[src/rtl/i2c_req_arbiter.sv]
// Round-robin arbiter granting four requesters access to a single I2C master.
// Optional watchdog enabled by defining I2C_ARB_TIMEOUT_EN.
module i2c_req_arbiter #(
  parameter int TIMEOUT_CYC = 96
) (
  input  logic         clk,
  input  logic         reset,
  input  logic [3:0]   req,
  input  logic [27:0]  req_addr,
  input  logic [127:0] req_data,
  output logic [3:0]   gnt,
  output logic [3:0]   done,
  output logic         busy,
  output logic         m_start,
  output logic [6:0]   m_addr,
  output logic [31:0]  m_data,
  input  logic         m_ready,
  input  logic         m_stop,
  output logic         err
);

  typedef enum logic [1:0] {
    IDLE      = 2'd0,
    LAUNCH    = 2'd1,
    WAIT_STOP = 2'd2,
    DONE      = 2'd3
  } state_t;

  state_t      state_r;
  logic [1:0]  ptr_r;
  logic [1:0]  winner_r;
  logic [3:0]  gnt_r;
  logic [3:0]  done_r;
  logic        busy_r;
  logic        m_start_r;
  logic [6:0]  m_addr_r;
  logic [31:0] m_data_r;
  logic        err_r;

  logic [1:0]  pick_s;
  logic        pick_vld_s;
  logic [1:0]  idx_s;
  logic        stop_s;
  logic        tmo_s;
  logic        fin_s;

  // Round-robin pick: scan from the highest offset down so the lowest offset from ptr wins.
  always_comb begin
    pick_s     = 2'd0;
    pick_vld_s = 1'b0;
    idx_s      = 2'd0;
    for (int i = 3; i >= 0; i--) begin
      idx_s = ptr_r + 2'(i);
      if (req[idx_s]) begin
        pick_s     = idx_s;
        pick_vld_s = 1'b1;
      end else begin
        pick_s     = pick_s;
        pick_vld_s = pick_vld_s;
      end
    end
  end

`ifdef I2C_ARB_TIMEOUT_EN
  localparam int CNT_W = $clog2(TIMEOUT_CYC + 1);
  logic [CNT_W-1:0] wd_cnt_r;

  // Watchdog: zero while idle, counts every cycle spent waiting on the master.
  always_ff @(posedge clk) begin
    if (reset) begin
      wd_cnt_r <= '0;
    end else if (state_r == IDLE) begin
      wd_cnt_r <= '0;
    end else if (state_r == LAUNCH || state_r == WAIT_STOP) begin
      wd_cnt_r <= wd_cnt_r + CNT_W'(1);
    end else begin
      wd_cnt_r <= wd_cnt_r;
    end
  end

  // Firing one count early lands err exactly TIMEOUT_CYC cycles after LAUNCH entry.
  assign tmo_s = (state_r == LAUNCH || state_r == WAIT_STOP) &&
                 (wd_cnt_r == CNT_W'(TIMEOUT_CYC - 1));
`else
  assign tmo_s = 1'b0;
`endif

  assign stop_s = (state_r == WAIT_STOP) && m_stop;
  assign fin_s  = stop_s || tmo_s;

  // Transaction sequencer with all outputs registered.
  always_ff @(posedge clk) begin
    if (reset) begin
      state_r   <= IDLE;
      ptr_r     <= 2'd0;
      winner_r  <= 2'd0;
      gnt_r     <= 4'b0000;
      done_r    <= 4'b0000;
      busy_r    <= 1'b0;
      m_start_r <= 1'b0;
      m_addr_r  <= 7'd0;
      m_data_r  <= 32'd0;
      err_r     <= 1'b0;
    end else if (fin_s) begin
      // A normal STOP takes precedence over a coincident watchdog expiry.
      state_r   <= DONE;
      gnt_r     <= 4'b0000;
      m_start_r <= 1'b0;
      done_r    <= 4'b0001 << winner_r;
      err_r     <= ~stop_s;
    end else begin
      case (state_r)
        IDLE: begin
          done_r <= 4'b0000;
          err_r  <= 1'b0;
          if (pick_vld_s) begin
            state_r   <= LAUNCH;
            winner_r  <= pick_s;
            gnt_r     <= 4'b0001 << pick_s;
            busy_r    <= 1'b1;
            m_start_r <= 1'b1;
            m_addr_r  <= req_addr[7 * int'(pick_s) +: 7];
            m_data_r  <= req_data[32 * int'(pick_s) +: 32];
          end else begin
            state_r <= IDLE;
          end
        end
        LAUNCH: begin
          if (m_ready) begin
            state_r   <= WAIT_STOP;
            m_start_r <= 1'b0;
          end else begin
            state_r <= LAUNCH;
          end
        end
        WAIT_STOP: begin
          state_r <= WAIT_STOP;
        end
        DONE: begin
          state_r <= IDLE;
          ptr_r   <= winner_r + 2'd1;
          done_r  <= 4'b0000;
          err_r   <= 1'b0;
          busy_r  <= 1'b0;
        end
        default: begin
          state_r   <= IDLE;
          gnt_r     <= 4'b0000;
          done_r    <= 4'b0000;
          busy_r    <= 1'b0;
          m_start_r <= 1'b0;
          err_r     <= 1'b0;
        end
      endcase
    end
  end

  assign gnt     = gnt_r;
  assign done    = done_r;
  assign busy    = busy_r;
  assign m_start = m_start_r;
  assign m_addr  = m_addr_r;
  assign m_data  = m_data_r;
  assign err     = err_r;

endmodule

[config.mk]
export PLATFORM = sky130hd
export DESIGN_NAME = i2c_req_arbiter
export DESIGN_NICKNAME = d
export VERILOG_FILES = /design/src/rtl/i2c_req_arbiter.sv
export SDC_FILE = /design/constraint.sdc
export NUM_CORES = 1
export LEC_CHECK = 0
export ABC_AREA = 1
export CORE_MARGIN = 2
export CORE_UTILIZATION = 35
export DETAILED_ROUTE_END_ITERATION = 8
export GPL_TIMING_DRIVEN = 0
export PLACE_DENSITY_LB_ADDON = 0.08
export SYNTH_ARGS = -nofsm -noshare
export SYNTH_HDL_FRONTEND = slang
export SYNTH_SLANG_ARGS = --single-unit
[constraint.sdc]
create_clock -name clk -period 1.9 [get_ports clk]
set_input_delay 0.475 -clock clk [delete_from_list [all_inputs] [get_ports clk]]
set_output_delay 0.475 -clock clk [all_outputs]
set_load 0.05 [all_outputs]
# Word level (Yosys, flattened, before mapping)
# Cells that the tools add are included.
totals:
  ff_bits: 56
  latchBits: 0
  ramBits: 0
  mem_bits_ro: 0
  inputBits: 164
  out_inout_bits: 50
  n_memories: 0
classes:
  addsub: 4
  mul: 1
  div: 0
  n_lt_le_gt_ge: 4
  n_eq_ne: 5
  shift: 4
  mux: 28
  bitwise_logic: 1
  n_reduce_logical: 12
ops:
  columns: ["operator", "n"]
  rows:
  - ["variable part select 128 x 8 -> 32 bit", 1]
  - ["variable part select 28 x 6 -> 7 bit", 1]
  - ["2-to-1 mux 1 bit", 13]
  - ["less-than comparator 2 x 3 -> 1 bit (second input constant)", 4]
  - ["2-to-1 mux 2 bit", 6]
  - ["AND reduction 3 bit", 3]
  - ["binary-select mux 1 bit (select 2 bit)", 4]
  - ["2-to-1 mux 4 bit", 2]
  - ["one-hot mux 2 bit (4 select lines)", 1]
  - ["left shift 1 x 2 -> 4 bit (first input constant)", 2]
  - ["nonzero test 2 bit", 3]
  - ["multiplier 3 x 2 -> 5 bit (first input constant)", 1]
  - ["adder 2 x 1 -> 2 bit (second input constant)", 2]
  - ["adder 2 bit (second input constant)", 2]
  - ["== test 2 bit (second input constant)", 2]
  - ["!= test 2 bit (second input constant)", 2]
  - ["one-hot mux 1 bit (2 select lines)", 2]
  - ["AND reduction 2 bit", 2]
  - ["OR reduction 2 bit", 2]
  - ["== test 2 x 1 -> 1 bit (second input constant)", 1]
  - ["logical NOT 2 bit", 1]
  - ["logical AND 1 bit", 1]
  - ["NOT 1 bit", 1]

# Logic depth before layout (Yosys ltp)
# Gate-level depths: netlist (run 1).
logic_depth:
  word_depth: 10
  depth_mapped: 16
  depth_no_buf: 14

# Worst setup path after synthesis (run 1)
# OpenSTA, ideal clock, no wires.
synth_timing:
  path_type: "input to register"
  from: "in req[1]"
  to: "reg m_data_r[27] (netlist: m_data[27])"
  setup_time_ns: 0.118
  arrival_time_ns: 1.631
  path_slack_ns: 0.151
  path_stages: 14
  n_path_buf: 2
  cell_sequence: "inv_1 -> nand2_1 -> nand3_1 -> nand2_1 -> nand3_1 -> nand2_1 -> nand2_2 -> nand2_2 -> buf_6 -> buf_4 -> nand3_1 -> nand3_1 -> nor2_1 -> nor2_1"
synth_between:
  elab_chain_len: 7
  word_cells_on_any_way: 18
  cone_classes: "shift: 1; mux: 16; reduce/logical: 1"
synth_lines:
  columns: ["element", "line_no", "text"]
  rows:
  - ["start, declared", "8", "input logic [3:0] req,"]
  - ["binary-select mux 1 bit (select 2 bit)", "54", "if (req[idx_s]) begin"]
  - ["2-to-1 mux 1 bit (implied by the code)", "54", null]
  - ["2-to-1 mux 2 bit or 2-to-1 mux 1 bit (tied branches) (4 in a row)", "54", null]
  - ["variable part select 128 x 8 -> 32 bit or AND reduction 3 bit (tied branches)", null, null]
  - ["end signal, assigned", "123", "m_data_r <= req_data[32 * int'(pick_s) +: 32];"]
  - ["end, declared", "37", "logic [31:0] m_data_r;"]
# Parallel ways exist; a longest one is shown, timed or not. The select of a mux whose other input is x is not followed.
# A chain may end at the register's enable or synchronous reset.

# Final worst setup path (run 1)
layout_timing:
  from: "reg ptr_r[0]"
  to: "reg m_data_r[9] (netlist: m_data[9])"
layout_between:
  elab_chain_len: 8
  word_cells_on_any_way: 21
  cone_classes: "add/sub: 3; shift: 1; mux: 16; reduce/logical: 1"
layout_lines:
  columns: ["element", "line_no", "text"]
  rows:
  - ["start, declared", "30", "logic [1:0] ptr_r;"]
  - ["start signal, assigned", "141", "ptr_r <= winner_r + 2'd1;"]
  - ["adder 2 bit", "53", "idx_s = ptr_r + 2'(i);"]
  - ["binary-select mux 1 bit (select 2 bit)", "54", null]
  - ["2-to-1 mux 1 bit (implied by the code)", "54", null]
  - ["2-to-1 mux 2 bit or 2-to-1 mux 1 bit (tied branches) (4 in a row)", "54", null]
  - ["variable part select 128 x 8 -> 32 bit or AND reduction 3 bit (tied branches)", null, null]
# Parallel ways exist; a longest one is shown, timed or not. The select of a mux whose other input is x is not followed.

==> flow_metrics.env, run 1 <==
export IMPL_outcome="finished, violations left"
export IMPL_failed_checks="setup timing"
export IMPL_layout_setup_ws_ns=-0.108
export IMPL_finalWeightedCongestion=0.865
export IMPL_num_antenna_cells=0
export IMPL_timing_final_hold_violations=0
export IMPL_ys_flop_type="dfxtp_1"
export IMPL_fin_worst_hold_slack_ns=0.468
export IMPL_flow_area_growth_from_synthesis_pct=87.1
export IMPL_placedCellCount=927
export IMPL_worst_endpoint_required_ns=2.13
export IMPL_vias=5137
export IMPL_use_met2_pct=47.4
export IMPL_cts_sink_count=55
export IMPL_final_min_period_over_clock_period_pct=106
export IMPL_netlist_area_um2=3670
export IMPL_mostFrequentLayoutCells="clkdlybuf4s50_1 (158), nand3_1 (114), nor2_1 (79), nand2_1 (76), dlygate4sd2_1 (53)"
export IMPL_layout_cells_most_common="clkdlybuf4s50_1"
export IMPL_max_cap_violations=0
export IMPL_wl_um=17200
export IMPL_finalSetupViolCount=42
export IMPL_grt_usage_pct=28.6
export IMPL_synth_nets=754
export IMPL_post_route_util_pct=66.9
export IMPL_clkSlewWorstSetupHoldPaths_ns=0.12
export IMPL_ys_seq_area_share_pct=30.0
export IMPL_dp_final_hpwl_um=12200
export IMPL_yosysUniqueCellTypes=30
export IMPL_synth_area_per_cell_um2=6.33
export IMPL_post_route_standard_cell_area_excluding_fillers_um2=6870
export IMPL_num_io_pins=214
export IMPL_dieArea_um2=11300
export IMPL_fin_crit_ns=2.01
export IMPL_grt_max_usage_layer="met2"
export IMPL_cts_tree="built"
export IMPL_global_route_usage_met1_pct=34.0
export IMPL_drtPass1Iterations=5
export IMPL_synthArstFlopShare_pct=0
export IMPL_groute_layer_met3_usage_pct=8.52
export IMPL_die_w_um=106
export IMPL_number_of_flops_mapped_to_enable_cells_by_yosys=0
export IMPL_detail_route_iter0_violations=338
export IMPL_clock_path_buffers=2
export IMPL_htree_num_levels=2
export IMPL_detail_route_drc_violations=0
export IMPL_grt_max_degree=20
export IMPL_timing_critical_path_to_type="flop"
export IMPL_clock_insertion_delay_at_the_later_pin_of_the_skew_report_ns=0.33
export IMPL_wl_per_cell_um=17.8
export IMPL_grt_antenna_before_repair=0
export IMPL_synth_seq_cells=55
export IMPL_drt_vias_per_instance=5.33
export IMPL_final_setup_skew_ns=0.0140
export IMPL_crit_path_start_kind="flop"
export IMPL_cp_max_fo=10
export IMPL_critical_path_class="reg2reg"
export IMPL_ir_drop_uv=435
export IMPL_slew_headroom_pct=55.6
export IMPL_grt_overflow_total=0
export IMPL_power_density_nw_per_um2=708
export IMPL_drv_slew=0
export IMPL_layout_nets=1001
export IMPL_rsz0062_at_grt="yes"
export IMPL_synthCells=580
export IMPL_synth_warnings=0
export IMPL_cts_buffers=5
export IMPL_stdcell_count=964
export IMPL_cts_root_buffer="clkbuf_8"
export IMPL_dieHeight_um=106
export IMPL_row_count=37
export IMPL_setup_total_negative_slack_ns=-2.38
export IMPL_placed_area_um2=5960
export IMPL_drive_above_1_share_pct=19.4
export IMPL_worst_slew_pin_slew_ns=0.666
export IMPL_quantity_of_i_o_buffers_inserted_on_ports=211
export IMPL_static_leakage_power_uw=0.00306
export IMPL_core_area_um2=10300
export IMPL_critical_path_arrival_ns=2.23
export IMPL_max_clock_freq_mhz=498
export IMPL_detail_route_antenna_nets=0
export IMPL_initial_utilization_pct=35.7
export IMPL_grt_pass1_vias=5052
export IMPL_grt_pass1_wl_um=25200
export IMPL_hold_path_class="reg2reg"
## power breakdown
part	total, uW	switching [uW]	leakage, uW	internal, uW
Clock	727	454	0.0000491	273
Combinational	2700	1620	0.00255	1080
Sequential	1440	106	0.000457	1330
## cells in the mapped netlist (2+ instances only)
library cell	number	area, um^2
nor3_1	2	10.0
nand2_1	101	379
nor2_4	3	33.8
ha_1	10	125
nand3_2	2	20.0
clkbuf_1	16	60.1
buf_2	18	90.1
inv_1	14	52.6
buf_4	11	82.6
dfxtp_1	55	1100
o21ai_0	44	220
inv_2	5	18.8
nand3_1	126	631
nand4_1	52	325
a21oi_1	13	65.1
nand2_2	5	31.3
o21ai_1	2	10.0
nor2_1	89	334
## flip-flops by register name, summed over array words and instances, names as in the netlist
| signal | flops |
|---|---|
| done | 4 |
| busy | 1 |
| winner_r | 2 |
| gnt | 4 |
| ptr_r | 2 |
| state_r | 2 |
| m_data | 32 |
| m_addr | 7 |
| m_start | 1 |
## routing by layer
| metal | up-vias | wire length (um) |
|---|---|---|
| met1 | 2319 | 6700 |
| li1 | 2492 | - |
| met4 | 0 | 550 |
| met3 | 39 | 1820 |
| met5 | - | 0 |
| met2 | 287 | 8130 |
## per-stage QoR
step | worst slack (ns) | power, uW
after detailed placement | -0.765 | 3820
after global placement | -0.722 | 3800
after global routing | -0.157 | 5120
final | -0.108 | 4870
after floorplan | 0.151 | 2850
after CTS | -0.0336 | 4650
## cells by family (layout without fill, tap and decap cells)
logic type,Yosys count,in the layout,synth area share [%]
AO/OA/AOI/OAI,63,63,9.06
adder cells (fa/ha/maj),10,10,3.41
buffers and inverters,69,316,9.09
flip-flops,55,55,30.0
other,1,1,0.102
AND/OR/NAND/NOR,382,383,48.4
## worst paths after layout
path / from / end / slack, ns / cells past startpoint
hold / removal: done[1]$_SDFFE_PP0P_ / done[1]$_SDFFE_PP0P_ / 0.47 / 2
hold reg to reg: done[1]$_SDFFE_PP0P_ / done[1]$_SDFFE_PP0P_ / 0.47 / 2
setup reg to reg: ptr_r[0]$_SDFFE_PP0P_ / m_data[9]$_SDFFE_PP0P_ / -0.11 / 14
setup / recovery: ptr_r[0]$_SDFFE_PP0P_ / m_data[9]$_SDFFE_PP0P_ / -0.11 / 14
## worst max-delay path: stages (launching register included)
cell and delay (ns):
dfxtp_2 0.35, buf_8 0.14, clkinv_8 0.10, nand2_4 0.09, nand2_4 0.06, nand3_4 0.08, nand2_4 0.07, nor3_4 0.22
nand2_2 0.11, nand2_4 0.12, nor2_4 0.06, buf_4 0.15, buf_8 0.14, o21ai_1 0.13, nor2_1 0.06
## repair_timing
action,in CTS,in global routing
gates resized for setup,158,108
pin swaps,22,30
endpoints found under the setup margin,94,45
cloned,3,2
hold buffers,0,0
setup buffers,17,7
## final cells by class
cell class	instances	area (um^2)
Clock buffer	5	68.8
Buffer	48	460
Fill cell	957	3400
Multi-Input combinational cell	457	2620
Clock inverter	3	26.3
Sequential cell	55	1110
Tap cell	136	170
Timing Repair Buffer	239	2320
Inverter	21	95.1
No activity file was read; power rests on OpenSTA's default activity.
==> inputs of run 2 (changes only) <==
--- a/config.mk
+++ b/config.mk
@@ -6,11 +6,11 @@
 export NUM_CORES = 1
 export LEC_CHECK = 0
 export ABC_AREA = 1
-export CORE_MARGIN = 2
+export CORE_MARGIN = 3
 export CORE_UTILIZATION = 35
 export DETAILED_ROUTE_END_ITERATION = 8
 export GPL_TIMING_DRIVEN = 0
-export PLACE_DENSITY_LB_ADDON = 0.08
+export PLACE_DENSITY = 0.77
 export SYNTH_ARGS = -nofsm -noshare
 export SYNTH_HDL_FRONTEND = slang
 export SYNTH_SLANG_ARGS = --single-unit
==> flow_metrics.env, run 2 (synthesized netlist as in run 1, its figures left out) <==
export IMPL_grt_pass1_wl_um=26500
export IMPL_proportion_of_power_drawn_by_the_clock_network_pct=14.3
export IMPL_sequentialPowerShare_pct=29.7
export IMPL_dp_final_hpwl_um=12800
export IMPL_slowest_stage="dfxtp_4"
export IMPL_die_w_um=108
export IMPL_drt_vias_per_instance=5.44
export IMPL_finalWeightedCongestion=0.867
export IMPL_post_route_standard_cell_area_excluding_fillers_um2=6820
export IMPL_ir_drop_uv=458
export IMPL_clock_insertion_delay_at_the_later_pin_of_the_skew_report_ns=0.32
export IMPL_grt_max_usage_layer="met2"
export IMPL_row_count=36
export IMPL_final_setup_skew_ns=0.00482
export IMPL_failed_checks="setup timing"
export IMPL_reg2reg_to="m_data[6]$_SDFFE_PP0P_"
export IMPL_cts_hold_repair_buffers=0
export IMPL_crit_path_start_kind="flop"
export IMPL_final_min_period_over_clock_period_pct=101
export IMPL_drv_slew=0
export IMPL_dieArea_um2=11800
export IMPL_cts_tree="built"
export IMPL_power_uw=4820
export IMPL_worst_endpoint_required_ns=2.17
export IMPL_cp_max_fo=7
export IMPL_hold_path_class="reg2reg"
export IMPL_vias=5252
export IMPL_clock_path_buffers=2
export IMPL_rrSetupSlack_ns=-0.02
export IMPL_setup_total_negative_slack_ns=-0.0281
export IMPL_power_density_nw_per_um2=707
export IMPL_worst_path_largest_cell_delay_ns=0.45
export IMPL_detail_route_iter0_violations=461
export IMPL_critical_path_class="reg2reg"
export IMPL_placed_area_um2=5950
export IMPL_dieHeight_um=108
export IMPL_worstReg2RegStart="ptr_r[0]$_SDFFE_PP0P_"
export IMPL_stdcell_count=965
export IMPL_quantity_of_i_o_buffers_inserted_on_ports=211
export IMPL_cts_sink_count=55
export IMPL_cp_depth=12
export IMPL_grt_antenna_before_repair=1
export IMPL_grt_usage_pct=28.8
export IMPL_core_area_um2=10000
export IMPL_drtPass1Iterations=7
export IMPL_initial_utilization_pct=36.7
export IMPL_p_int_uw=2680
export IMPL_max_cap_violations=0
export IMPL_setup_worst_path_start="ptr_r[0]$_SDFFE_PP0P_"
export IMPL_path_common_cell="nand2_2"
export IMPL_finalSetupViolCount=3
export IMPL_layout_cells_most_common="clkdlybuf4s50_1"
export IMPL_global_route_usage_met1_pct=35.2
export IMPL_num_antenna_cells=0
export IMPL_rsz0062_at_grt="yes"
export IMPL_flow_area_growth_from_synthesis_pct=85.5
export IMPL_fin_crit_ns=1.92
export IMPL_combinationalPowerShare_pct=56.0
export IMPL_placedCellCount=924
export IMPL_setup_worst_path_end="m_data[6]$_SDFFE_PP0P_"
export IMPL_grt_overflow_total=0
export IMPL_mostFrequentLayoutCells="clkdlybuf4s50_1 (158), nand3_1 (120), nor2_1 (88), nand2_1 (80), dfxtp_1 (53)"
export IMPL_htree_num_levels=2
export IMPL_cts_buffers=5
export IMPL_timing_final_hold_violations=0
export IMPL_cp_cell_instances="nand2_2 -> nand2_4 -> nand2_2 -> nand3_2 -> inv_1 -> nand2_2 -> nand2_4 -> buf_12 -> nor2_4 -> buf_2 -> o21ai_0 -> nor2_1"
export IMPL_power_switching_uw=2140
export IMPL_timing_critical_path_to_type="flop"
export IMPL_fillerInstances=871
export IMPL_outcome="finished, violations left"
export IMPL_slew_headroom_pct=61.2
export IMPL_layout_setup_ws_ns=-0.0176
export IMPL_critical_path_arrival_ns=2.18
export IMPL_static_leakage_power_uw=0.00305
export IMPL_power_switching_fraction_pct=44.3
export IMPL_ff2ff_path_depth=12
export IMPL_use_met2_pct=49.7
export IMPL_max_clock_freq_mhz=521
export IMPL_wl_per_cell_um=18.7
export IMPL_cts_root_buffer="clkbuf_8"
export IMPL_grt_pass1_vias=5093
export IMPL_layout_nets=1005
export IMPL_crit_family="simple AND/OR/NAND/NOR gates"
export IMPL_critPathBufInv=3
export IMPL_wl_um=18100
export IMPL_num_io_pins=214
export IMPL_grt_max_degree=18
export IMPL_worst_slew_pin_slew_ns=0.582
export IMPL_drive_above_1_share_pct=16.7
export IMPL_detail_route_antenna_nets=0
export IMPL_clkSlewWorstSetupHoldPaths_ns=0.11
export IMPL_groute_layer_met3_usage_pct=8.06
export IMPL_largest_register_ff_count=32
export IMPL_detail_route_drc_violations=0
==> run 2: worst min-delay path by stage <==
| stage | to | depth (start not counted) | from | slack [ns] |
|---|---|---|---|---|
| detailed placement | done[1]$_SDFFE_PP0P_ | 2 | done[1]$_SDFFE_PP0P_ | 0.45 |
| global placement | done[2]$_SDFFE_PP0P_ | 2 | done[2]$_SDFFE_PP0P_ | 0.45 |
| global route | done[1]$_SDFFE_PP0P_ | 2 | done[1]$_SDFFE_PP0P_ | 0.48 |
| finish | done[1]$_SDFFE_PP0P_ | 2 | done[1]$_SDFFE_PP0P_ | 0.46 |
| CTS | done[1]$_SDFFE_PP0P_ | 2 | done[1]$_SDFFE_PP0P_ | 0.47 |
| floorplan | ptr_r[0]$_SDFFE_PP0P_ | 1 | winner_r[0]$_SDFFE_PP0P_ | 0.46 |
==> run 2: area by class of cell <==
type	instances	area, um^2	area share (%)
Buffer	47	508	7.45
Clock buffer	5	68.8	1.01
Clock inverter	3	20.0	0.294
Inverter	21	91.3	1.34
Multi-Input combinational cell	458	2490	36.5
Sequential cell	55	1110	16.3
Tap cell	133	166	2.44
Timing Repair Buffer	243	2360	34.7
==> run 2: repair_timing <==
action / CTS / global route
gates cloned: 6 / 2
buffers inserted: 23 / 3
setup endpoints to repair: 94 / 43
pin swaps: 24 / 20
gates resized for setup: 171 / 54
hold endpoints to repair: 0 / 0
==> run 2: worst register-to-register path, delay by kind of cell, from the launching register on <==
| kind | cells | cell delay (ns) |
|---|---|---|
| buf+inv | 3 | 0.42 |
| compound gates | 1 | 0.09 |
| flops | 1 | 0.45 |
| simple gates | 8 | 0.91 |
==> run 2: per-stage QoR <==
stage          util [%]  setup WS (ns)  hold WS [ns]
4_1_cts            66.3       -0.00333         0.466
3_3_place_gp       59.5         -0.683         0.450
5_1_grt            68.2         -0.102         0.482
3_5_place_dp       59.5         -0.707         0.452
2_1_floorplan         -          0.151         0.463
6_report           68.2        -0.0176         0.461
==> run 2: power groups by stage <==
stage	Combinational (uW)	Sequential (uW)	Clock, uW
after floorplan	842	2010	0
after global placement	2360	1450	0
after detailed placement	2380	1460	0
after CTS	2590	1420	693
after global routing	2880	1450	735
final	2700	1430	691
==> run 2: metal layers <==
metal / routed length (um) / vias up
met5: 20 / -
met4: 378 / 2
met3: 1790 / 35
met2: 8800 / 281
met1: 7080 / 2440
li1: - / 2494
==> inputs of run 3 (changes only) <==
--- a/config.mk
+++ b/config.mk
@@ -10,7 +10,9 @@
 export CORE_UTILIZATION = 35
 export DETAILED_ROUTE_END_ITERATION = 8
 export GPL_TIMING_DRIVEN = 0
+export MAX_ROUTING_LAYER = met4
 export PLACE_DENSITY = 0.77
+export SKIP_CTS_REPAIR_TIMING = 1
 export SYNTH_ARGS = -nofsm -noshare
 export SYNTH_HDL_FRONTEND = slang
 export SYNTH_SLANG_ARGS = --single-unit
==> flow_metrics.env, run 3 (synthesized netlist as in run 1, its figures left out) <==
export IMPL_grt_antenna_before_repair=1
export IMPL_setup_total_negative_slack_ns=-1.37
export IMPL_wl_per_cell_um=19.2
export IMPL_worst_endpoint_required_ns=2.11
export IMPL_hold_path_startpoint="done[1]$_SDFFE_PP0P_"
export IMPL_cts_buffers=5
export IMPL_timing_critical_path_to_type="flop"
export IMPL_initial_utilization_pct=36.7
export IMPL_power_uw=5020
export IMPL_worst_slew_pin_slew_ns=0.572
export IMPL_hold_path_class="reg2reg"
export IMPL_layout_nets=1003
export IMPL_dp_final_hpwl_um=12800
export IMPL_cp_max_fo=10
export IMPL_failed_checks="setup timing"
export IMPL_grt_overflow_total=0
export IMPL_detail_route_drc_violations=0
export IMPL_grt_pass1_wl_um=25300
export IMPL_max_cap_violations=0
export IMPL_holdPathEnd="done[1]$_SDFFE_PP0P_"
export IMPL_cts_root_buffer="clkbuf_8"
export IMPL_largest_register_ff_count=32
export IMPL_dp_worst_setup_slack_ns=-0.707
export IMPL_drive_above_1_share_pct=21.3
export IMPL_clkSlewWorstSetupHoldPaths_ns=0.11
export IMPL_clock_insertion_delay_at_the_later_pin_of_the_skew_report_ns=0.31
export IMPL_mostFrequentLayoutCells="clkdlybuf4s50_1 (158), nand3_1 (87), nor2_1 (85), nand2_1 (77), dlymetal6s2s_1 (53)"
export IMPL_static_leakage_power_uw=0.00372
export IMPL_rrSetupSlack_ns=-0.1
export IMPL_layout_setup_ws_ns=-0.0985
export IMPL_grt_usage_pct=28.2
export IMPL_power_density_nw_per_um2=689
export IMPL_core_area_um2=10000
export IMPL_outcome="finished, violations left"
export IMPL_worstReg2RegStart="ptr_r[0]$_SDFFE_PP0P_"
export IMPL_drt_vias_per_instance=5.52
export IMPL_critical_path_class="reg2reg"
export IMPL_ff2ff_path_depth=14
export IMPL_clock_path_buffers=2
export IMPL_wl_um=18500
export IMPL_critical_path_arrival_ns=2.21
export IMPL_num_io_pins=214
export IMPL_fin_crit_ns=2.00
export IMPL_flow_area_growth_from_synthesis_pct=98.4
export IMPL_timing_final_hold_violations=0
export IMPL_dieHeight_um=108
export IMPL_drtPass1Iterations=5
export IMPL_final_setup_skew_ns=0.0104
export IMPL_slew_headroom_pct=61.8
export IMPL_cp_cell_instances="buf_8 -> clkinv_8 -> nand2_4 -> nand3_4 -> nand3_4 -> inv_1 -> nand2_2 -> nand2_4 -> nor2_4 -> buf_12 -> buf_8 -> nand2_1 -> nor2_1 -> nor2_1"
export IMPL_cts_sink_count=55
export IMPL_htree_num_levels=2
export IMPL_fin_worst_hold_slack_ns=0.463
export IMPL_hold_path_depth=2
export IMPL_crit_path_start_kind="flop"
export IMPL_rsz0062_at_grt="yes"
export IMPL_layout_cells_most_common="clkdlybuf4s50_1"
export IMPL_final_min_period_over_clock_period_pct=105
export IMPL_detail_route_iter0_violations=489
export IMPL_die_w_um=108
export IMPL_grt_pass1_vias=4912
export IMPL_max_clock_freq_mhz=500
export IMPL_post_route_standard_cell_area_excluding_fillers_um2=7290
export IMPL_fillerInstances=788
export IMPL_finalSetupViolCount=37
export IMPL_slowest_stage="dfxtp_2"
export IMPL_ir_drop_uv=415
export IMPL_quantity_of_i_o_buffers_inserted_on_ports=211
export IMPL_detail_route_antenna_nets=0
export IMPL_reg2reg_to="m_data[31]$_SDFFE_PP0P_"
export IMPL_drv_slew=0
export IMPL_finalWeightedCongestion=0.881
export IMPL_row_count=36
export IMPL_placed_area_um2=5950
export IMPL_worst_path_largest_cell_delay_ns=0.35
export IMPL_dieArea_um2=11800
export IMPL_grt_max_degree=18
export IMPL_cts_tree="built"
export IMPL_vias=5323
run 3: worst max path at each step:
stage                     cells past startpoint                  start                      end  slack [ns]
after floorplan                              14                 req[1]  m_data[27]$_SDFFE_PP0P_        0.15
after global placement                       12                 req[1]  m_data[17]$_SDFFE_PP0P_       -0.68
after detailed placement                     12                 req[1]  m_data[17]$_SDFFE_PP0P_       -0.71
after CTS                                    12                 req[1]  m_data[17]$_SDFFE_PP0P_       -0.39
after global routing                         15  ptr_r[0]$_SDFFE_PP0P_  m_data[26]$_SDFFE_PP0P_       -0.18
final                                        14  ptr_r[0]$_SDFFE_PP0P_  m_data[31]$_SDFFE_PP0P_        -0.1
run 3: where the power goes:
group          internal [uW]  total, uW  switching [uW]
Clock                    259        688             429
Combinational           1240       2900            1660
Sequential              1330       1430             101
run 3: per-layer routing:
| metal | track usage (%) | part of all wire, % | vias to the layer above |
|---|---|---|---|
| li1 | - | - | 2494 |
| met1 | 33.7 | 39 | 2495 |
| met2 | 48.0 | 49 | 297 |
| met3 | 6.27 | 9.7 | 37 |
| met4 | 7.30 | 2.3 | 0 |
| met5 | - | 0 | - |
run 3: area by class of cell:
cell class	count	area, um^2	share of cell area [%]
clock buffers	5	68.8	0.944
multi-input cells	457	2720	37.3
clock inverters	3	20.0	0.275
flip-flops and latches	55	1110	15.2
plain buffers	48	485	6.66
inverters	21	97.6	1.34
repair buffers	241	2620	35.9
well taps	133	166	2.28
diodes	1	2.50	0.0343
run 3: critical path, delay by kind of cell (launching register included):
family | cells | cell delay (ns)
and+or+nand+nor | 9 | 0.90
buffers and inverters | 5 | 0.61
DFF | 1 | 0.35
run 3: metrics by stage:
stage | utilization [%] | cells
final | 72.9 | 964
after global placement | 59.5 | 924
after floorplan | - | 580
after global routing | 72.9 | 964
after CTS | 60.4 | 932
after detailed placement | 59.5 | 924
